**src/rtl/sensor_readout_pkg.sv**
```systemverilog
// Shared types and helpers for the column CDS readout sequencer.
// Optional black-level subtraction is enabled with CDS_BLACK_LEVEL_EN.
package sensor_readout_pkg;

    localparam int SAT_W = 32;

    typedef enum logic [2:0] {
        IDLE,
        CHK,
        RST_CONV,
        GAP,
        SIG_CONV,
        PUSH,
        END
    } cds_state_t;

    // Subtract with clamp at zero; callers zero-extend into SAT_W
    function automatic logic [SAT_W-1:0] sat_sub(
        input logic [SAT_W-1:0] a,
        input logic [SAT_W-1:0] b
    );
        return (a >= b) ? (a - b) : '0;
    endfunction

endpackage

```
**src/rtl/cds_sync_fifo.sv**
```systemverilog
// Synchronous FIFO with occupancy count and valid/ready read side.
// DEPTH must be a power of two so the pointers wrap naturally.
module cds_sync_fifo #(
    parameter int WIDTH = 9,
    parameter int DEPTH = 4
) (
    input  logic                     clk,
    input  logic                     reset,
    input  logic                     wr_en_i,
    input  logic [WIDTH-1:0]         wr_data_i,
    output logic                     rd_valid_o,
    input  logic                     rd_ready_i,
    output logic [WIDTH-1:0]         rd_data_o,
    output logic [$clog2(DEPTH):0]   count_o
);

    localparam int AW  = $clog2(DEPTH);
    localparam int CNW = AW + 1;

    logic [WIDTH-1:0] mem_q [DEPTH];
    logic [AW-1:0]    wr_ptr_q;
    logic [AW-1:0]    rd_ptr_q;
    logic [CNW-1:0]   count_q;
    logic             push;
    logic             pop;

    assign rd_valid_o = (count_q != '0);
    assign rd_data_o  = mem_q[rd_ptr_q];
    assign count_o    = count_q;
    assign pop        = rd_valid_o & rd_ready_i;
    assign push       = wr_en_i & (count_q != CNW'(DEPTH));

    always_ff @(posedge clk) begin
        if (push) begin
            mem_q[wr_ptr_q] <= wr_data_i;
        end
    end

    always_ff @(posedge clk) begin
        if (reset) begin
            wr_ptr_q <= '0;
            rd_ptr_q <= '0;
            count_q  <= '0;
        end else begin
            if (push) begin
                wr_ptr_q <= wr_ptr_q + 1'b1;
            end
            if (pop) begin
                rd_ptr_q <= rd_ptr_q + 1'b1;
            end
            count_q <= count_q + CNW'(push) - CNW'(pop);
        end
    end

endmodule

```
**src/rtl/cds_readout_ctrl.sv**
```systemverilog
// Column readout sequencer: two ADC conversions per pixel, digital CDS, FIFO out.
// Define CDS_BLACK_LEVEL_EN to add the black_level input and subtraction.
module cds_readout_ctrl
    import sensor_readout_pkg::*;
#(
    parameter int RESOLUTION = 8,
    parameter int NUM_COLS   = 16,
    parameter int FIFO_DEPTH = 4,
    localparam int CW        = $clog2(NUM_COLS)
) (
    input  logic                  clk,
    input  logic                  reset,
`ifdef CDS_BLACK_LEVEL_EN
    input  logic [RESOLUTION-1:0] black_level,
`endif
    input  logic                  start_row,
    output logic                  adc_enable,
    input  logic                  adc_done,
    input  logic [RESOLUTION-1:0] adc_data,
    output logic                  sample_sel,
    output logic [CW-1:0]         col_addr,
    output logic [RESOLUTION-1:0] pix_data,
    output logic                  pix_last,
    output logic                  pix_valid,
    input  logic                  pix_ready,
    output logic                  row_busy,
    output logic                  row_done,
    output logic                  overrun
);

    localparam int CNTW = $clog2(FIFO_DEPTH) + 1;

    cds_state_t            state_q, state_d;
    logic [CW-1:0]         col_q, col_d;
    logic [RESOLUTION-1:0] rst_code_q, rst_code_d;
    logic [RESOLUTION-1:0] sig_code_q, sig_code_d;
    logic                  overrun_q, overrun_d;
    logic [CNTW-1:0]       fifo_cnt;
    logic                  push;
    logic                  last;
    logic [RESOLUTION-1:0] result;

    assign last = (col_q == CW'(NUM_COLS - 1));

`ifdef CDS_BLACK_LEVEL_EN
    assign result = RESOLUTION'(sat_sub(
        sat_sub(SAT_W'(rst_code_q), SAT_W'(sig_code_q)),
        SAT_W'(black_level)));
`else
    assign result = RESOLUTION'(sat_sub(
        SAT_W'(rst_code_q), SAT_W'(sig_code_q)));
`endif

    always_ff @(posedge clk) begin
        if (reset) begin
            state_q    <= IDLE;
            col_q      <= '0;
            rst_code_q <= '0;
            sig_code_q <= '0;
            overrun_q  <= 1'b0;
        end else begin
            state_q    <= state_d;
            col_q      <= col_d;
            rst_code_q <= rst_code_d;
            sig_code_q <= sig_code_d;
            overrun_q  <= overrun_d;
        end
    end

    always_comb begin
        state_d    = state_q;
        col_d      = col_q;
        rst_code_d = rst_code_q;
        sig_code_d = sig_code_q;
        overrun_d  = overrun_q | (start_row & (state_q != IDLE));
        adc_enable = 1'b0;
        sample_sel = 1'b0;
        row_done   = 1'b0;
        push       = 1'b0;
        unique case (state_q)
            IDLE: begin
                if (start_row) begin
                    state_d = CHK;
                    col_d   = '0;
                end
            end
            CHK: begin
                if (fifo_cnt < CNTW'(FIFO_DEPTH)) begin
                    state_d = RST_CONV;
                end
            end
            RST_CONV: begin
                adc_enable = 1'b1;
                if (adc_done) begin
                    rst_code_d = adc_data;
                    state_d    = GAP;
                end
            end
            GAP: begin
                sample_sel = 1'b1;
                state_d    = SIG_CONV;
            end
            SIG_CONV: begin
                adc_enable = 1'b1;
                sample_sel = 1'b1;
                if (adc_done) begin
                    sig_code_d = adc_data;
                    state_d    = PUSH;
                end
            end
            PUSH: begin
                push = 1'b1;
                if (last) begin
                    state_d = END;
                end else begin
                    col_d   = col_q + 1'b1;
                    state_d = CHK;
                end
            end
            END: begin
                row_done = 1'b1;
                col_d    = '0;
                state_d  = IDLE;
            end
            default: state_d = IDLE;
        endcase
    end

    assign row_busy = (state_q != IDLE);
    assign col_addr = col_q;
    assign overrun  = overrun_q;

    cds_sync_fifo #(
        .WIDTH (RESOLUTION + 1),
        .DEPTH (FIFO_DEPTH)
    ) u_fifo (
        .clk        (clk),
        .reset      (reset),
        .wr_en_i    (push),
        .wr_data_i  ({last, result}),
        .rd_valid_o (pix_valid),
        .rd_ready_i (pix_ready),
        .rd_data_o  ({pix_last, pix_data}),
        .count_o    (fifo_cnt)
    );

endmodule

```
**config.mk**
```make
export PLATFORM = sky130hd
export DESIGN_NAME = cds_readout_ctrl
export DESIGN_NICKNAME = d
export VERILOG_FILES = /design/src/rtl/sensor_readout_pkg.sv /design/src/rtl/cds_sync_fifo.sv /design/src/rtl/cds_readout_ctrl.sv
export SDC_FILE = /design/constraint.sdc
export NUM_CORES = 1
export LEC_CHECK = 0
export ABC_AREA = 1
export BUFFER_PORTS_ARGS = -buffer_cell sky130_fd_sc_hd__buf_4
export CORE_MARGIN = 5
export CORE_UTILIZATION = 50
export CTS_BUF_LIST = sky130_fd_sc_hd__clkbuf_8
export DETAILED_ROUTE_END_ITERATION = 8
export PLACE_DENSITY = 0.73
export SYNTH_ARGS = -nofsm -noshare
export SYNTH_HDL_FRONTEND = slang
export SYNTH_SLANG_ARGS = --single-unit
export TNS_END_PERCENT = 100
```
**constraint.sdc**
```tcl
create_clock -name clk -period 3.7 [get_ports clk]
set_clock_uncertainty 0.2 [all_clocks]
set_input_delay 0.74 -clock clk [delete_from_list [all_inputs] [get_ports clk]]
set_output_delay 0.74 -clock clk [all_outputs]
set_load 0.03 [all_outputs]
```
==> results of run 1 <==
-- state kept, by name (all words and copies together) (netlist names), named ones only --
name / flops
state_q: 3
u_fifo.rd_ptr_q: 2
overrun: 1
col_addr: 4
u_fifo.count_o: 3
rst_code_q: 8
sig_code_q: 8
u_fifo.wr_ptr_q: 2
u_fifo.mem_q: 36
-- cell families (layout without fill, tap and decap cells) --
logic type,Yosys count,in the layout
AOI/OAI and AO/OA,75,75
xor gates and xnor gates,4,4
adders and majority gates,17,17
buffers and inverters,61,99
DFF,69,69
and+or+nand+nor,141,141
-- layer usage --
| layer | track usage [%] | wire (µm) |
|---|---|---|
| met1 | 21.55 | 3023 |
| met2 | 24.33 | 2676 |
| met3 | 3.083 | 242 |
| met4 | 8.068 | 138 |
| met5 | 0 | 0 |
-- power by group through the flow --
| stage | logic, mW | clock network (mW) | registers [mW] |
|---|---|---|---|
| 2_1_floorplan | 0.812 | 0 | 1.03 |
| 3_3_place_gp | 1.04 | 0 | 1.04 |
| 3_5_place_dp | 1.07 | 0 | 1.05 |
| 4_1_cts | 1.08 | 0.835 | 1.03 |
| 5_1_grt | 1.21 | 0.871 | 1.04 |
| 6_report | 1.07 | 0.818 | 1.03 |
-- through the flow --
stage,instances,hold slack (ps)
2_1_floorplan,367,227.3
3_3_place_gp,466,240.2
3_5_place_dp,466,252.6
4_1_cts,482,262.5
5_1_grt,482,284.2
6_report,482,261.9
-- layout by cell type (no fill, tap or decap), types with 3 or more instances in the layout --
cell type	instances
nand2_1	51
nand3_1	16
xnor2_1	4
a21oi_1	24
ha_1	15
o21ai_0	37
inv_1	48
nand3_2	3
edfxtp_1	36
o22ai_1	9
bufinv_16	4
clkbuf_8	9
dfxtp_1	33
nor2_1	60
buf_4	32
-- layout make-up --
cell class	instances	area [µm²]
fill	538	2524
sequential	69	1742
multi-input combinational	237	1285
timing repair buffer	32	240.2
inverter	51	193.9
clock inverter	7	145.1
clock buffer	9	123.9
tap	77	96.34
-- worst max-delay path: cells and delay by family, from the launching register on --
family,cells,cell delay [ps]
buf+inv,3,780
compound gates,2,330
flops,1,300
-- final timing paths --
path	startpoint	endpoint	slack (ps)
worst max-delay path	flip-flop	pix_data[6]	1010
worst min-delay path	sig_code_q[5]$_SDFFE_PP0P_	sig_code_q[5]$_SDFFE_PP0P_	260
worst max register to register	u_fifo.count_o[1]$_SDFF_PP0_	u_fifo.count_o[2]$_SDFF_PP0_	1330
worst min register to register	sig_code_q[5]$_SDFFE_PP0P_	sig_code_q[5]$_SDFFE_PP0P_	260
==> results by group, run 1 <==
Status
  • Status: complete, no violations

Clock network
  • Clock Latency Late Sink: between 300 and 400 ps
  • Hold-fix buffers, CTS: 0
  • CTS H-tree lvls: 3
  • Clock sinks: roughly 70
  • CTS tree: built
  • Post-CTS setup buffers: 0
  • Clock root buffer: clkbuf_8
  • Post_cts resized: 0
  • Num CTS Buffers: 9
  • Clk pin slew, worst setup/hold paths: 80 ps
  • Clk buf depth: 2

Placement
  • DP HPWL: around 4200 µm
  • Post-Place Cell Area: 3557 µm²
  • I/O Buffers: 31
  • Placer congestion estimate: 0.8067
  • Setup WS pre-CTS: roughly 1100 ps

Job
  • Max-cap viol count: 0

Synthesis
  • Largest area contributor in the netlist: edfxtp_1
  • Flop and latch count out of synthesis: between 60 and 70
  • Area contributors post-synth: edfxtp_1 (33%), dfxtp_1 (20%), nor2_1 (6.9%)
  • Yosys warns: 0
  • Post-synthesis cell area: 3272 µm²
  • Post-synthesis compound-gate area fraction: between 10% and 20%
  • Most common library cells after synthesis: nor2_1 (60), nand2_1 (51), inv_1 (48)
  • Simple-gate share of the synthesized area: 19.16%
  • Synth unique cells: 30
  • Async SR Flop Fraction: 0%
  • Largest family of logic cells by synthesized area: simple AND/OR/NAND/NOR gates
  • Mux share of post-synthesis cell area: 0%
  • Synth Net Count: 397
  • Top-count cell post-synth: nor2_1
  • Synth Area per Inst: 8.915 µm²
  • Yosys top cell area share: between 30% and 40%
  • Post-Synth XOR/XNOR Area: about 1.1%
  • Top FF cell, synth: edfxtp_1
  • Synth Instances: 367
  • Area share of fa/ha/maj cells after synthesis: approximately 7%
  • Post-synth EDFFs: 36
  • Sequential fraction of the synthesis area: roughly 53%

STA
  • Final min period: between 2000 and 3000 ps
  • Slew headroom: 41.59%
  • Peak Freq: 371.7 MHz
  • RSZ-0062 raised after global routing: no
  • Setup violations, final: 0
  • Final Hold Fails: 0
  • Slew @ Worst Pin: 872.9 ps
  • Final period utilization: 72.71%
  • Setup TNS Final: 0 ps
  • Max-slew violations: 0
  • Post-route setup slack: 1010 ps

Setup path
  • R2R depth: 11
  • Crit end category: output pin
  • Crit-path slowest cell: inv_1
  • Crit path cell chain: buf_4 -> inv_1 -> o21ai_0 -> o22ai_1 -> buf_4
  • Arrival @ worst endpoint: 1750 ps
  • WP data required: 2760 ps
  • Critical path's most frequent cell: buf_4
  • Crit-path max FO: 19
  • Crit path kind: flip-flop to output pin
  • CP max stage delay: just under 400 ps
  • Startpoint Class: flip-flop

Detailed routing
  • DRT Pass-1 Iters: 4
  • Routed wire per std cell: approximately 13 µm
  • DRC: 0
  • Vias per inst: 5.019
  • Routed Antenna Nets: 0
  • Via count: 2,419
  • Total Routed Length: 6081 µm
  • Initial DRC count: 98

GRT
  • GR Util All Layers: ~16%
  • Grt total ovfl: 0
  • Initial antenna violation count: 0
  • Vias in the first global route: 2,327
  • Pin count of the biggest net entering global routing: 25
  • First-pass GRT wire length: 10,570 µm

Final layout
  • Area growth, synth to finish: 16.94%
  • Share of cells above drive strength 1: 15.56%
  • Post-layout util: 60.26%
  • Net count, final: between 400 and 500
  • Post-route cell area: 3826 µm²
  • Ant diodes: 0

Pwr
  • Comb pwr share: 36.7%
  • Pleak: 1.664 nW
  • NetSw: 1.073 mW
  • Worst VDD drop: 0.4013 mV
  • Cell internal power dissipation: 1.843 mW
  • Cell Pwr Density: 762.2 nW/µm²
  • Switching Share: 36.79%
  • Sequential power share: 35.3%
  • Overall power: 2.916 mW
  • Power share of the clock group: 28.0%

Die
  • Die W: around 91 µm
  • Ports: 32
  • Total die area: 8262 µm²
  • Die H: 90.90 µm
  • Core area: 6350 µm²
  • Cell row count: 29
  • Initial Util: 51.53%

Min path
  • Hold depth: 2
  • Worst Hold Class: flip-flop to flip-flop
(Power assumes the default switching activity.)
==> run 2, diff against run 1 <==
--- a/config.mk
+++ b/config.mk
@@ -5,13 +5,13 @@
 export SDC_FILE = /design/constraint.sdc
 export NUM_CORES = 1
 export LEC_CHECK = 0
-export ABC_AREA = 1
+export ABC_AREA = 0
 export BUFFER_PORTS_ARGS = -buffer_cell sky130_fd_sc_hd__buf_4
 export CORE_MARGIN = 5
 export CORE_UTILIZATION = 50
 export CTS_BUF_LIST = sky130_fd_sc_hd__clkbuf_8
 export DETAILED_ROUTE_END_ITERATION = 8
-export PLACE_DENSITY = 0.73
+export PLACE_DENSITY = 0.76
 export SYNTH_ARGS = -nofsm -noshare
 export SYNTH_HDL_FRONTEND = slang
 export SYNTH_SLANG_ARGS = --single-unit
==> constraint.sdc (replaced) <==
create_clock -name clk -period 2.33 [get_ports clk]
set_clock_uncertainty 0.2 [all_clocks]
set_input_delay 0.466 -clock clk [delete_from_list [all_inputs] [get_ports clk]]
set_output_delay 0.466 -clock clk [all_outputs]
set_load 0.03 [all_outputs]
==> run 2 against run 1 <==
Area after synthesis fell by 0.11%; synthesized cell count decreased by 20%; sequential cell count unchanged; critical path type unchanged.
==> results by group, run 2 <==
Final layout
  • Most frequent cells in the layout: buf_4 (39), edfxtp_1 (36), dfxtp_1 (32)
  • Post-route insts no fill: 412 (-15%)
  • Ant diodes: 0 (unchanged)
  • Max reg flops: 36 (unchanged)
  • Net count, final: 360 (-16%)
  • Area growth, synth to finish: 15.20%
  • Regs by FF count: u_fifo.mem_q x36, rst_code_q x8, sig_code_q x8
  • Share of cells above drive strength 1: 21.19% (+5.6 points)
  • Commonest non-fill, non-tap cell in the layout: buf_4
  • Filler Cell Count: 522 (-3.0%)
  • Top reg by flops: u_fifo.mem_q

Die
  • Ports: 32 (unchanged)
  • Initial Util: 51.47% (-0.059 points)
  • Die W: 90.85 µm (about the same)
  • Cell row count: 29 (unchanged)
  • Core area: 6350 µm² (unchanged)
  • Total die area: 8253 µm² (-0.11%)
  • Die H: 90.85 µm (about the same)

Clock network
  • Clk buf depth: 2 (unchanged)
  • CTS H-tree lvls: 3 (unchanged)
  • Hold-fix buffers, CTS: 0 (unchanged)
  • Clock sinks: 69 (unchanged)
  • Num CTS Buffers: 9 (unchanged)
  • Clock Latency Late Sink: 340 ps (about the same)
  • Clock root buffer: clkbuf_8
  • Clk pin slew, worst setup/hold paths: 70 ps (about the same)
  • CTS tree: built

Pwr
  • Comb pwr share: 31.1% (-5.6 points)
  • NetSw: 1.031 mW (-3.9%)
  • Power share of the clock group: 24.6% (-3.4 points)
  • Overall power: 3.224 mW (+11%)
  • Cell Pwr Density: 856.3 nW/µm² (+12%)
  • Cell internal power dissipation: 2.192 mW (+19%)
  • Worst VDD drop: 0.6104 mV (+52%)
  • Sequential power share: 44.3% (+9.0 points)
  • Pleak: 1.424 nW (-14%)
  • Switching Share: 31.99% (-4.8 points)

Detailed routing
  • Routed wire per std cell: 14.00 µm (+11%)
  • Initial DRC count: 72 (-27%)
  • DRT Pass-1 Iters: 4 (unchanged)
  • Total Routed Length: 5768 µm (-5.1%)
  • Vias per inst: 5.325 (+6.1%)
  • WL met3: 314 µm (+30%)
  • Routed Antenna Nets: 0 (unchanged)
  • DR WL met2: 2701 µm (+0.93%)
  • DRC: 0 (unchanged)
  • Wire length on met1: 2635 µm (-13%)
  • Via count: 2,194 (-9.3%)
  • Max Used Layer: met4

Synthesis
  • Sequential fraction of the synthesis area: 53.29% (+0.061 points)
  • Yosys top cell area share: 33.08% (+0.038 points)
  • Largest area contributor in the netlist: edfxtp_1
  • Most common library cells after synthesis: edfxtp_1 (36), dfxtp_1 (33), nor2_1 (31)
  • Top FF cell, synth: edfxtp_1
  • Top-count cell post-synth: edfxtp_1
  • Flop and latch count out of synthesis: 69 (unchanged)
  • Synth Area per Inst: 11.15 µm² (+25%)
  • Synth unique cells: 46 (+53%)
  • Post-synth EDFFs: 36 (unchanged)
  • Synth Net Count: 323 (-19%)
  • Synth Instances: 293 (-20%)
  • Post-synthesis cell area: 3268 µm² (-0.11%)
  • Async SR Flop Fraction: 0% (unchanged)
  • Yosys warns: 0 (unchanged)
  • Area contributors post-synth: edfxtp_1 (33%), dfxtp_1 (20%), mux4_2 (6.2%)

Setup path
  • R2R depth: 9 (-2)
  • WP data required: 1660 ps (-1100 ps)
  • Crit end category: output pin
  • Startpoint Class: flip-flop
  • Crit-path max FO: 13 (-6)
  • Arrival @ worst endpoint: 1570 ps (-180 ps)
  • Crit path kind: flip-flop to output pin

GRT
  • First-pass GRT wire length: 9660 µm (-8.6%)
  • Pin count of the biggest net entering global routing: 33 (+32%)
  • Vias in the first global route: 2,096 (-9.9%)
  • GR Util All Layers: 14.63% (-1.3 points)
  • Initial antenna violation count: 0 (unchanged)
  • Grt total ovfl: 0 (unchanged)

STA
  • Setup violations, final: 0 (unchanged)
  • Slew headroom: 67.99% (+26 points)
  • Final Hold Fails: 0 (unchanged)
  • Slew @ Worst Pin: 480.1 ps (-392.7 ps)
  • Final min period: 2232 ps
  • RSZ-0062 raised after global routing: yes
  • Peak Freq: 448.1 MHz
  • Final period utilization: 95.77%
  • Max-slew violations: 0 (unchanged)
  • Setup TNS Final: 0 ps (unchanged)
  • Hold_ws: 166.8 ps (-95.09 ps)

Min path
  • Worst Hold Class: primary input to flip-flop
  • Hold depth: 3 (+1)

Placement
  • Placer congestion estimate: 0.7648 (-5.2%)
  • I/O Buffers: 31 (unchanged)
  • Cells after DPL: 395 (-15%)
  • DP HPWL: 4038 µm (-3.7%)

Status
  • Status: complete, no violations

Job
  • Max-cap viol count: 0 (unchanged)
==> run 2: power by group through the flow <==
| stage | Combinational (mW) | Sequential (mW) | Clock, mW |
|---|---|---|---|
| 2_1_floorplan | 0.737 | 1.44 | 0 |
| 3_3_place_gp | 0.975 | 1.45 | 0 |
| 3_5_place_dp | 0.991 | 1.45 | 0 |
| 4_1_cts | 0.994 | 1.43 | 0.815 |
| 5_1_grt | 1.11 | 1.44 | 0.867 |
| 6_report | 1.00 | 1.43 | 0.794 |
==> run 2: logic make-up (layout without fill, tap and decap cells) <==
group	after synthesis	after routing	share of synthesized area, %
adders and majority gates	17	17	6.968
muxes	14	14	7.772
DFF	69	69	53.29
and+or+nand+nor	94	94	14.01
AOI/OAI and AO/OA	58	58	11.37
buffers and inverters	33	75	4.441
xor gates and xnor gates	8	8	2.144
==> run 2: worst max-delay path: stages, from the launching register on <==
cell      delay [ps]
dfxtp_1          340
buf_4            180
nand2b_1         150
or2_2            290
o21ai_0           80
buf_4            190
==> run 2: area by class of cell <==
class                   count  area [µm²]  share of cell area, %
flip-flops and latches     69        1743                  46.29
multi-input cells         191        1391                  36.96
repair buffers             40       304.0                  8.076
clock buffers               9       123.9                  3.290
well taps                  77       96.34                  2.559
inverters                  19       71.32                  1.894
clock inverters             7       35.03                 0.9305
==> run 2: path summary, 6_finish.rpt <==
kind / endpoint / start / slack [ps]
worst min-delay path: overrun$_SDFF_PP0_ / start_row / 170
worst min register to register: rst_code_q[2]$_SDFFE_PP0P_ / rst_code_q[2]$_SDFFE_PP0P_ / 260
worst max-delay path: sample_sel / state_q[2]$_SDFFE_PP0P_ / 100
worst max register to register: u_fifo.count_o[2]$_SDFF_PP0_ / u_fifo.count_o[1]$_SDFF_PP0_ / 110
==> run 2: routing by layer <==
| layer | up-vias | track usage (%) |
|---|---|---|
| met1 | 1009 | 18.33 |
| met5 | - | 0 |
| met4 | 0 | 7.335 |
| met3 | 9 | 4.167 |
| met2 | 51 | 23.06 |
| li1 | 1125 | - |
==> run 2: what timing repair did <==
action	4_1_cts	5_1_grt
setup buffers	0	1
setup endpoints to repair	0	11
resized for setup	0	4
==> run 2: metrics by stage <==
stage	area, µm²	util (%)	setup WS [ps]
final	3765	59.29	98.47
after global routing	3765	59.29	-30.90
after CTS	3742	58.94	38.32
after detailed placement	3583	56.43	44.01
after global placement	3583	56.43	83.71
after floorplan	3268	-	47.81
